### config.mk
export PLATFORM = sky130hd
export DESIGN_NAME = rf_wb_scheduler
export DESIGN_NICKNAME = d
export VERILOG_FILES = /design/src/rtl/rf_wb_pkg.sv /design/src/rtl/wb_arb2.sv /design/src/rtl/rf_wb_scheduler.sv
export SDC_FILE = /design/constraint.sdc
export NUM_CORES = 1
export LEC_CHECK = 0
export ABC_CLOCK_PERIOD_IN_PS = 5000
export BUFFER_PORTS_ARGS = -buffer_cell sky130_fd_sc_hd__buf_2
export CAP_MARGIN = 20
export CORE_ASPECT_RATIO = 0.7
export CORE_UTILIZATION = 56
export CTS_BUF_LIST = sky130_fd_sc_hd__clkbuf_16
export DETAILED_ROUTE_END_ITERATION = 8
export PLACE_DENSITY_LB_ADDON = 0.3
export SLEW_MARGIN = 20
export SYNTH_ARGS = -nofsm -noshare
export SYNTH_HDL_FRONTEND = slang
export SYNTH_SLANG_ARGS = --single-unit
### constraint.sdc
create_clock -name clk -period 5 [get_ports clk]
set_input_delay 0.5 -clock clk [delete_from_list [all_inputs] [get_ports clk]]
set_output_delay 0.5 -clock clk [all_outputs]
set_load 0.1 [all_outputs]
### src/rtl/rf_wb_pkg.sv
// rf_wb_pkg: shared constants and types for the register-file write-back scheduler.
`default_nettype none

package rf_wb_pkg;

   localparam int unsigned NREG_DEF = 32;
   localparam int unsigned DW_DEF   = 32;
   localparam int unsigned RA_W     = 5;

   localparam logic [RA_W-1:0] REG_ZERO = 5'd0;

   // Enum value doubles as the bit position of that producer in request/grant vectors.
   typedef enum logic [0:0] {
      WB_ALU = 1'b0,
      WB_MEM = 1'b1
   } wb_src_e;

endpackage

`default_nettype wire

### src/rtl/wb_arb2.sv
// wb_arb2: two-requester arbiter (ALU / MEM), one-hot grant, combinational from requests.
// Macro RF_WB_RR_EN selects round-robin; otherwise fixed priority MEM over ALU.
`default_nettype none

module wb_arb2
   import rf_wb_pkg::*;
(
   input  logic       clk,
   input  logic       rst,
   input  logic [1:0] i_req,
   output logic [1:0] o_gnt
);

`ifdef RF_WB_RR_EN
   wb_src_e r_last;

   // Reset to ALU so the first contended cycle goes to MEM.
   always_ff @(posedge clk) begin
      if (rst) begin
         r_last <= WB_ALU;
      end else if (|o_gnt) begin
         r_last <= o_gnt[WB_MEM] ? WB_MEM : WB_ALU;
      end
   end

   always_comb begin
      o_gnt = 2'b00;
      if (i_req[WB_MEM] && i_req[WB_ALU]) begin
         if (r_last == WB_MEM) begin
            o_gnt[WB_ALU] = 1'b1;
         end else begin
            o_gnt[WB_MEM] = 1'b1;
         end
      end else begin
         o_gnt = i_req;
      end
   end
`else
   logic w_unused;
   assign w_unused = clk ^ rst;

   always_comb begin
      o_gnt = 2'b00;
      if (i_req[WB_MEM]) begin
         o_gnt[WB_MEM] = 1'b1;
      end else begin
         o_gnt[WB_ALU] = i_req[WB_ALU];
      end
   end
`endif

endmodule

`default_nettype wire

### src/rtl/rf_wb_scheduler.sv
// rf_wb_scheduler: arbitrates ALU/load write-backs onto the register-file write port and
// keeps a pending-write scoreboard for hazard stalls. Macro RF_WB_RR_EN enables round-robin.
`default_nettype none

module rf_wb_scheduler
   import rf_wb_pkg::*;
#(
   parameter int unsigned NREG = NREG_DEF,
   parameter int unsigned DW   = DW_DEF
) (
   input  logic          clk,
   input  logic          rst,
   input  logic          i_alu_valid,
   input  logic [4:0]    i_alu_wr,
   input  logic [DW-1:0] i_alu_wd,
   output logic          o_alu_ready,
   input  logic          i_mem_valid,
   input  logic [4:0]    i_mem_wr,
   input  logic [DW-1:0] i_mem_wd,
   output logic          o_mem_ready,
   input  logic          i_rsv_valid,
   input  logic [4:0]    i_rsv_wr,
   output logic          o_rsv_ready,
   input  logic [4:0]    i_rr1,
   input  logic [4:0]    i_rr2,
   output logic          o_rr1_busy,
   output logic          o_rr2_busy,
   output logic          o_rf_write,
   output logic [4:0]    o_rf_wr,
   output logic [DW-1:0] o_rf_wd,
   output logic          o_sb_err
);

   logic [NREG-1:0] r_pending;
   logic [NREG-1:0] w_pend_nxt;
   logic            r_rf_write;
   logic [4:0]      r_rf_wr;
   logic [DW-1:0]   r_rf_wd;
   logic            r_sb_err;

   logic [1:0]      w_req;
   logic [1:0]      w_gnt;
   wb_src_e         w_src;
   logic            w_acc;
   logic [4:0]      w_wr;
   logic [DW-1:0]   w_wd;
   logic            w_rsv_ready;
   logic            w_rsv_acc;
   logic            w_err_set;

   assign w_req[WB_ALU] = i_alu_valid;
   assign w_req[WB_MEM] = i_mem_valid;

   wb_arb2 u_arb (
      .clk   (clk),
      .rst   (rst),
      .i_req (w_req),
      .o_gnt (w_gnt)
   );

   assign o_alu_ready = w_gnt[WB_ALU];
   assign o_mem_ready = w_gnt[WB_MEM];

   assign w_src = w_gnt[WB_MEM] ? WB_MEM : WB_ALU;
   assign w_acc = |w_gnt;
   assign w_wr  = (w_src == WB_MEM) ? i_mem_wr : i_alu_wr;
   assign w_wd  = (w_src == WB_MEM) ? i_mem_wd : i_alu_wd;

   // Register 0 is never marked pending, so its reservations always pass.
   assign w_rsv_ready = !r_pending[i_rsv_wr];
   assign w_rsv_acc   = i_rsv_valid && w_rsv_ready && (i_rsv_wr != REG_ZERO);
   assign o_rsv_ready = w_rsv_ready;

   assign o_rr1_busy = (i_rr1 != REG_ZERO) && r_pending[i_rr1];
   assign o_rr2_busy = (i_rr2 != REG_ZERO) && r_pending[i_rr2];

   assign w_err_set = w_acc && (w_wr != REG_ZERO) && !r_pending[w_wr];

   // Clear follows the registered write so busy drops when the reg_file read sees new data.
   always_comb begin
      w_pend_nxt = r_pending;
      if (r_rf_write) begin
         w_pend_nxt[r_rf_wr] = 1'b0;
      end
      if (w_rsv_acc) begin
         w_pend_nxt[i_rsv_wr] = 1'b1;
      end
   end

   always_ff @(posedge clk) begin
      if (rst) begin
         r_pending  <= '0;
         r_rf_write <= 1'b0;
         r_rf_wr    <= 5'd0;
         r_rf_wd    <= '0;
         r_sb_err   <= 1'b0;
      end else begin
         r_pending  <= w_pend_nxt;
         r_rf_write <= w_acc && (w_wr != REG_ZERO);
         if (w_acc) begin
            r_rf_wr <= w_wr;
            r_rf_wd <= w_wd;
         end
         if (w_err_set) begin
            r_sb_err <= 1'b1;
         end
      end
   end

   assign o_rf_write = r_rf_write;
   assign o_rf_wr    = r_rf_wr;
   assign o_rf_wd    = r_rf_wd;
   assign o_sb_err   = r_sb_err;

endmodule

`default_nettype wire
==> flow_summary.toml, run 1 <==
[detailed_routing]
vias = 4781
drtPass1Iterations = 5
finalWirelength_um = 14000
wl_per_cell_um = 18.8
via_per_inst = 6.40
ant_nets = 0
drc = 0
initialDrtViolationCount = 567

[grt]
grt_pass1_wl_um = 21700
grt_max_degree = 67
grt-ovfl-total = 0
first_global_vias = 4424
antenna_found_initial = 0
grt_usage_pct = 33.3

[sta]
worst_pin_slew_ns = 1.01
slew_headroom_pct = 32.7
whs_ns = 0.399
clock.fmax_ghz = 0.352
setup_viol = 0
rsz0062_at_grt = "no"
hold_viol = 0
period_minus_slack_ns = 2.84
period_share_pct = 56.8
totalNegativeSetupSlack_ns = 0
drv_slew = 0
clock_skew_ns = 0.00601

[clock_network]
cts.clk_slew.worst_paths_ns = 0.06
cts_tree = "yes"
cts.htree.levels = 3
cts_root_buf = "clkbuf_16"
cts_setup_buffers = 0
cts_sinks = 71
clock_path_buffers = 2
numCtsBuffers = 9
insertion_delay_ns = 0.33
postCtsHoldBufs = 0
cts_resized = 0

[worst_hold_path]
hold_class = "primary input to flip-flop"
holdCritStartpoint = "i_mem_wd[24]"
holdPathStages = 3

[floorplan]
die_area_um2 = 8520
die_h_um = 77.5
ios = 138
fp-row-count = 27
core_area_um2 = 7870
start_util_pct = 58.0
die_w_um = 110

[synth]
synth.area.top_cells = "dfxtp_1 31%, mux4_2 11%, mux2i_1 8.3%, nor2_1 7.9%, a21oi_1 4.8%"
ys.flop_type = "dfxtp_1"
syn_avg_cell_area_um2 = 8.53
synth_area_um2 = 4560
syn_nets = 629
synth_area_leader_cell = "dfxtp_1"
synth-async-reset-ratio_pct = 0
synth-warning-count = 0
ys_types = 49
yosysSeqAreaShare_pct = 31.2
synth-seq-cells = 71
syn_inst = 535
yosysTopAreaCellShare_pct = 31.2
synth-edff-count = 0

[setup_path]
cp_data_required_time_ns = 4.50
start_kind = "primary input"
rr_startpoint = "r_pending[6]$_SDFF_PP0_"
end_kind = "primary output"
critical_path_arrival_ns = 2.34
critical_path_class = "primary input to primary output"
cp-startpoint = "i_rsv_wr[0]"
ff2ff_setup_slack_ns = 2.73
cp_max_fo = 14
reg2reg_depth = 4

[finish]
design_area_um2 = 5530
layout.nets = 735
fin_cells = 747
drive_gt1_share_pct = 30.8
diodes = 0
syn_to_final_growth_pct = 21.1

[status]
status = "finished, final reports clean"

[placed_design]
placed_area_um2 = 5190
place_inst = 731
dpl.hpwl_um = 10000
place_congestion = 0.940
portBuffers = 137

[pwr]
power_mw = 1.76
ir_worst_vdd_mv = 0.238
p_per_area_nw_per_um2 = 319
p_leak_nw = 2.35

[run]
max_cap_violations = 0
-- kinds of logic after synthesis --
kind of cell | Yosys count | share of synthesized area [%]
AOI/OAI and AO/OA | 140 | 20.8
buffers and inverters | 49 | 4.85
DFF | 71 | 31.2
muxes | 68 | 22.2
and+or+nand+nor | 207 | 21.0
-- final cells by class --
cell class                 instances  area, µm²
multi-input combinational        415       2920
clock inverter                     7        111
fill                             622       2340
clock buffer                       9        225
timing repair buffer             140        708
tap                              101        126
inverter                           4       15.0
sequential                        71       1420
-- sequential cells by signal, summed over array words and instances, names as in the netlist --
signal and flops:
o_rf_write 1, o_rf_wd 32, o_rf_wr 5, o_sb_err 1, r_pending 32
-- critical path, cell delays in order --
cell	delay, ns
buf_2	0.27
mux4_2	0.57
mux2_4	0.28
nor2_1	0.09
a21oi_1	0.05
o22ai_1	0.13
buf_2	0.45
-- cell usage in the layout (no fill, tap or decap), types with 5 or more instances in the layout --
cell / count
o31ai_1: 10
buf_2: 137
nor2_1: 96
a21oi_1: 44
nor2b_1: 18
mux2i_1: 38
nand2b_1: 10
dfxtp_1: 71
mux4_2: 23
o31ai_2: 9
o22ai_1: 11
o21ai_0: 22
or2_2: 5
a211oi_1: 7
nand2_1: 33
o211ai_1: 19
nand3_1: 18
clkbuf_16: 9
nor3_1: 8
-- cells in the mapped netlist, types with 2 or more instances --
| cell type | n |
|---|---|
| or4_1 | 2 |
| nor2_1 | 96 |
| nand2b_1 | 10 |
| o32ai_1 | 4 |
| mux2i_1 | 38 |
| clkbuf_1 | 33 |
| o31ai_2 | 9 |
| o31ai_1 | 10 |
| buf_2 | 2 |
| buf_6 | 2 |
| nor3_1 | 8 |
| a211o_1 | 3 |
| nor3b_1 | 4 |
| a21oi_1 | 44 |
| a211oi_1 | 7 |
| nand2_1 | 33 |
| o22ai_1 | 11 |
| mux2_2 | 4 |
| nand3b_1 | 4 |
| nor2b_1 | 18 |
| o21a_1 | 3 |
| mux4_2 | 23 |
| o21ai_0 | 22 |
| mux4_1 | 2 |
| or2_2 | 5 |
| nand3_1 | 18 |
| inv_1 | 3 |
| dfxtp_1 | 71 |
| buf_1 | 6 |
| o211ai_1 | 19 |
| nor4_1 | 2 |
| and3_1 | 2 |
-- power by group --
part	leakage (nW)	internal, mW	total (mW)	switching (mW)
combinational	1.60	0.117	0.434	0.317
sequential	0.582	0.592	0.618	0.0262
clock	0.164	0.483	0.709	0.226
total	2.35	1.19	1.76	0.569
-- stage by stage --
step / setup slack (ns) / utilization [%]
after floorplan: 1.48 / -
after global placement: 2.19 / 65.9
after detailed placement: 2.17 / 65.9
after CTS: 2.16 / 70.2
after global routing: 2.07 / 70.2
final: 2.16 / 70.2
-- layer usage --
| layer | track usage [%] | vias to the layer above | wire, µm |
|---|---|---|---|
| li1 | - | 2187 | - |
| met1 | 44.4 | 2213 | 5600 |
| met3 | 8.74 | 57 | 1690 |
| met4 | 12.4 | 0 | 378 |
| met5 | 0 | - | 0 |
| met2 | 51.7 | 324 | 6380 |
-- final timing paths --
check	to
setup / recovery	o_rsv_ready
setup reg to reg	r_pending[3]$_SDFF_PP0_
hold / removal	o_rf_wd[24]$_SDFFE_PP0P_
hold reg to reg	r_pending[1]$_SDFF_PP0_
Note: power is estimated with default switching activity, not from simulation.
==> run 2: changes to the inputs <==
- ABC_CLOCK_PERIOD_IN_PS: 5000 -> 2400
- CORE_UTILIZATION: 56 -> 47
- clock period: 5 -> 2.4 ns (I/O delays scaled with it)
==> run 2 against run 1 <==
Critical path depth decreased by 3. Die area up 19%. Utilization is 8.0 points lower. First-iteration DRC count fell by 5.8%. Via count up 0.50%. Flip-flop and latch count unchanged. Worst hold slack worse by 0.25 ns. Largest cell class unchanged. Non-clock buffer count grew 20.
==> flow_summary.toml, run 2 (synthesis results as in run 1) <==
[setup_path]
critPathMostFrequentCell = "mux4_2"
critical_path_class = "flip-flop to primary output"
cp_data_required_time_ns = 2.16
path_cells = "mux4_2, mux4_2, mux2_2, buf_6"
crit_slowest_cell = "mux4_2"
rr_startpoint = "r_pending[19]$_SDFF_PP0_"
cp_slowest_stage_delay_ns = 0.50
end_kind = "primary output"
cp-startpoint = "r_pending[6]$_SDFF_PP0_"
critical_path_arrival_ns = 2.16
cp_max_fo = 5
start_kind = "flip-flop"

[sta]
worst_pin_slew_ns = 0.599
rsz0062_at_grt = "no"
period_minus_slack_ns = 2.40
clock.fmax_ghz = 0.417
setup_viol = 0
hold_viol = 0
totalNegativeSetupSlack_ns = 0
slew_headroom_pct = 59.9
drv_slew = 0
period_share_pct = 100
clock_skew_ns = 0.00807

[detailed_routing]
ant_nets = 0
drtPass1Iterations = 5
vias = 4805
initialDrtViolationCount = 534
wl_per_cell_um = 18.4
via_per_inst = 6.08
drc = 0
finalWirelength_um = 14600

[status]
status = "finished, final reports clean"

[floorplan]
die_w_um = 120
start_util_pct = 49.3
die_h_um = 84.4
core_area_um2 = 9250
ios = 138
die_area_um2 = 10100
fp-row-count = 29

[pwr]
p_per_area_nw_per_um2 = 625
p_leak_nw = 2.46
power_mw = 3.60
ir_worst_vdd_mv = 0.555

[worst_hold_path]
hold_class = "primary input to flip-flop"
holdCritStartpoint = "i_mem_wd[23]"

[grt]
grt-ovfl-total = 0
first_global_vias = 4496
grt_usage_pct = 29.2
grt_pass1_wl_um = 23100
antenna_found_initial = 0
grt_max_degree = 37

[placed_design]
placed_area_um2 = 5390
portBuffers = 137
dpl.hpwl_um = 11000
place_congestion = 0.967

[finish]
syn_to_final_growth_pct = 26.1
design_area_um2 = 5750
diodes = 0
fin_util_pct = 62.2
drive_gt1_share_pct = 36.2
layout.nets = 755
mostFrequentLayoutCell = "buf_2"
mostFrequentLayoutCells = "134 x buf_2, 96 x nor2_1, 52 x dfxtp_1"

[clock_network]
numCtsBuffers = 9
cts_tree = "yes"
cts_root_buf = "clkbuf_16"
clock_path_buffers = 2
cts_sinks = 71
cts.clk_slew.worst_paths_ns = 0.05
insertion_delay_ns = 0.32
cts.htree.levels = 3

[run]
max_cap_violations = 0
==> run 2: cell count changes in the layout (fill, tap and decap cells not counted), moves of 2 or more <==
cell	change
buf_4	+19
dfxtp_2	+18
dfxtp_1	-19
buf_2	-3
buf_6	+2
buf_12	+2
==> run 2: what timing repair did <==
action,in CTS,in global routing
buffers inserted,2,0
pin swaps,1,2
gates cloned,0,0
gates resized for setup,8,17
setup endpoints to repair,3,10
hold buffers,0,0
==> run 2: power breakdown <==
part / internal [mW] / switching (mW)
sequential: 1.23 / 0.0536
clock: 0.901 / 0.477
combinational: 0.266 / 0.669
==> run 2: worst max-delay path: cells and delay by family, from the launching register on <==
family	cells	cell delay [ns]
mux	3	1.25
flops	1	0.41
buf+inv	1	0.19
==> run 2: cell type report <==
cell class / instances / area (µm²)
Clock inverter: 7 / 88.8
Timing Repair Buffer: 160 / 898
Clock buffer: 9 / 225
Fill cell: 814 / 3500
Tap cell: 124 / 155
Inverter: 4 / 15.0
Multi-Input combinational cell: 415 / 2920
Sequential cell: 71 / 1450
==> run 2: stage by stage <==
step | instances | hold WS [ns] | worst slack [ns]
after CTS | 790 | 0.138 | 0.000165
after detailed placement | 772 | 0.476 | 0.0740
after global routing | 790 | 0.150 | 0.000695
after global placement | 772 | 0.468 | 0.141
after floorplan | 535 | 0.379 | -0.0255
final | 790 | 0.146 | 0.000368
==> run 2: path summary, 6_finish.rpt <==
check	to	slack (ns)	cells past startpoint
max	o_rr1_busy	0.0004	4
min	o_rf_wd[23]$_SDFFE_PP0P_	0.15	3
max reg2reg	r_pending[27]$_SDFF_PP0_	0.14	9
min reg2reg	r_pending[1]$_SDFF_PP0_	0.55	2
==> run 2: layer usage <==
layer	wire (µm)	track usage (%)	vias up	share of wire, %
met4	245	7.39	0	1.7
met3	1640	7.47	39	11
met5	0	0	-	0
li1	-	-	2226	-
met2	6570	45.5	265	45
met1	6110	40.4	2275	42
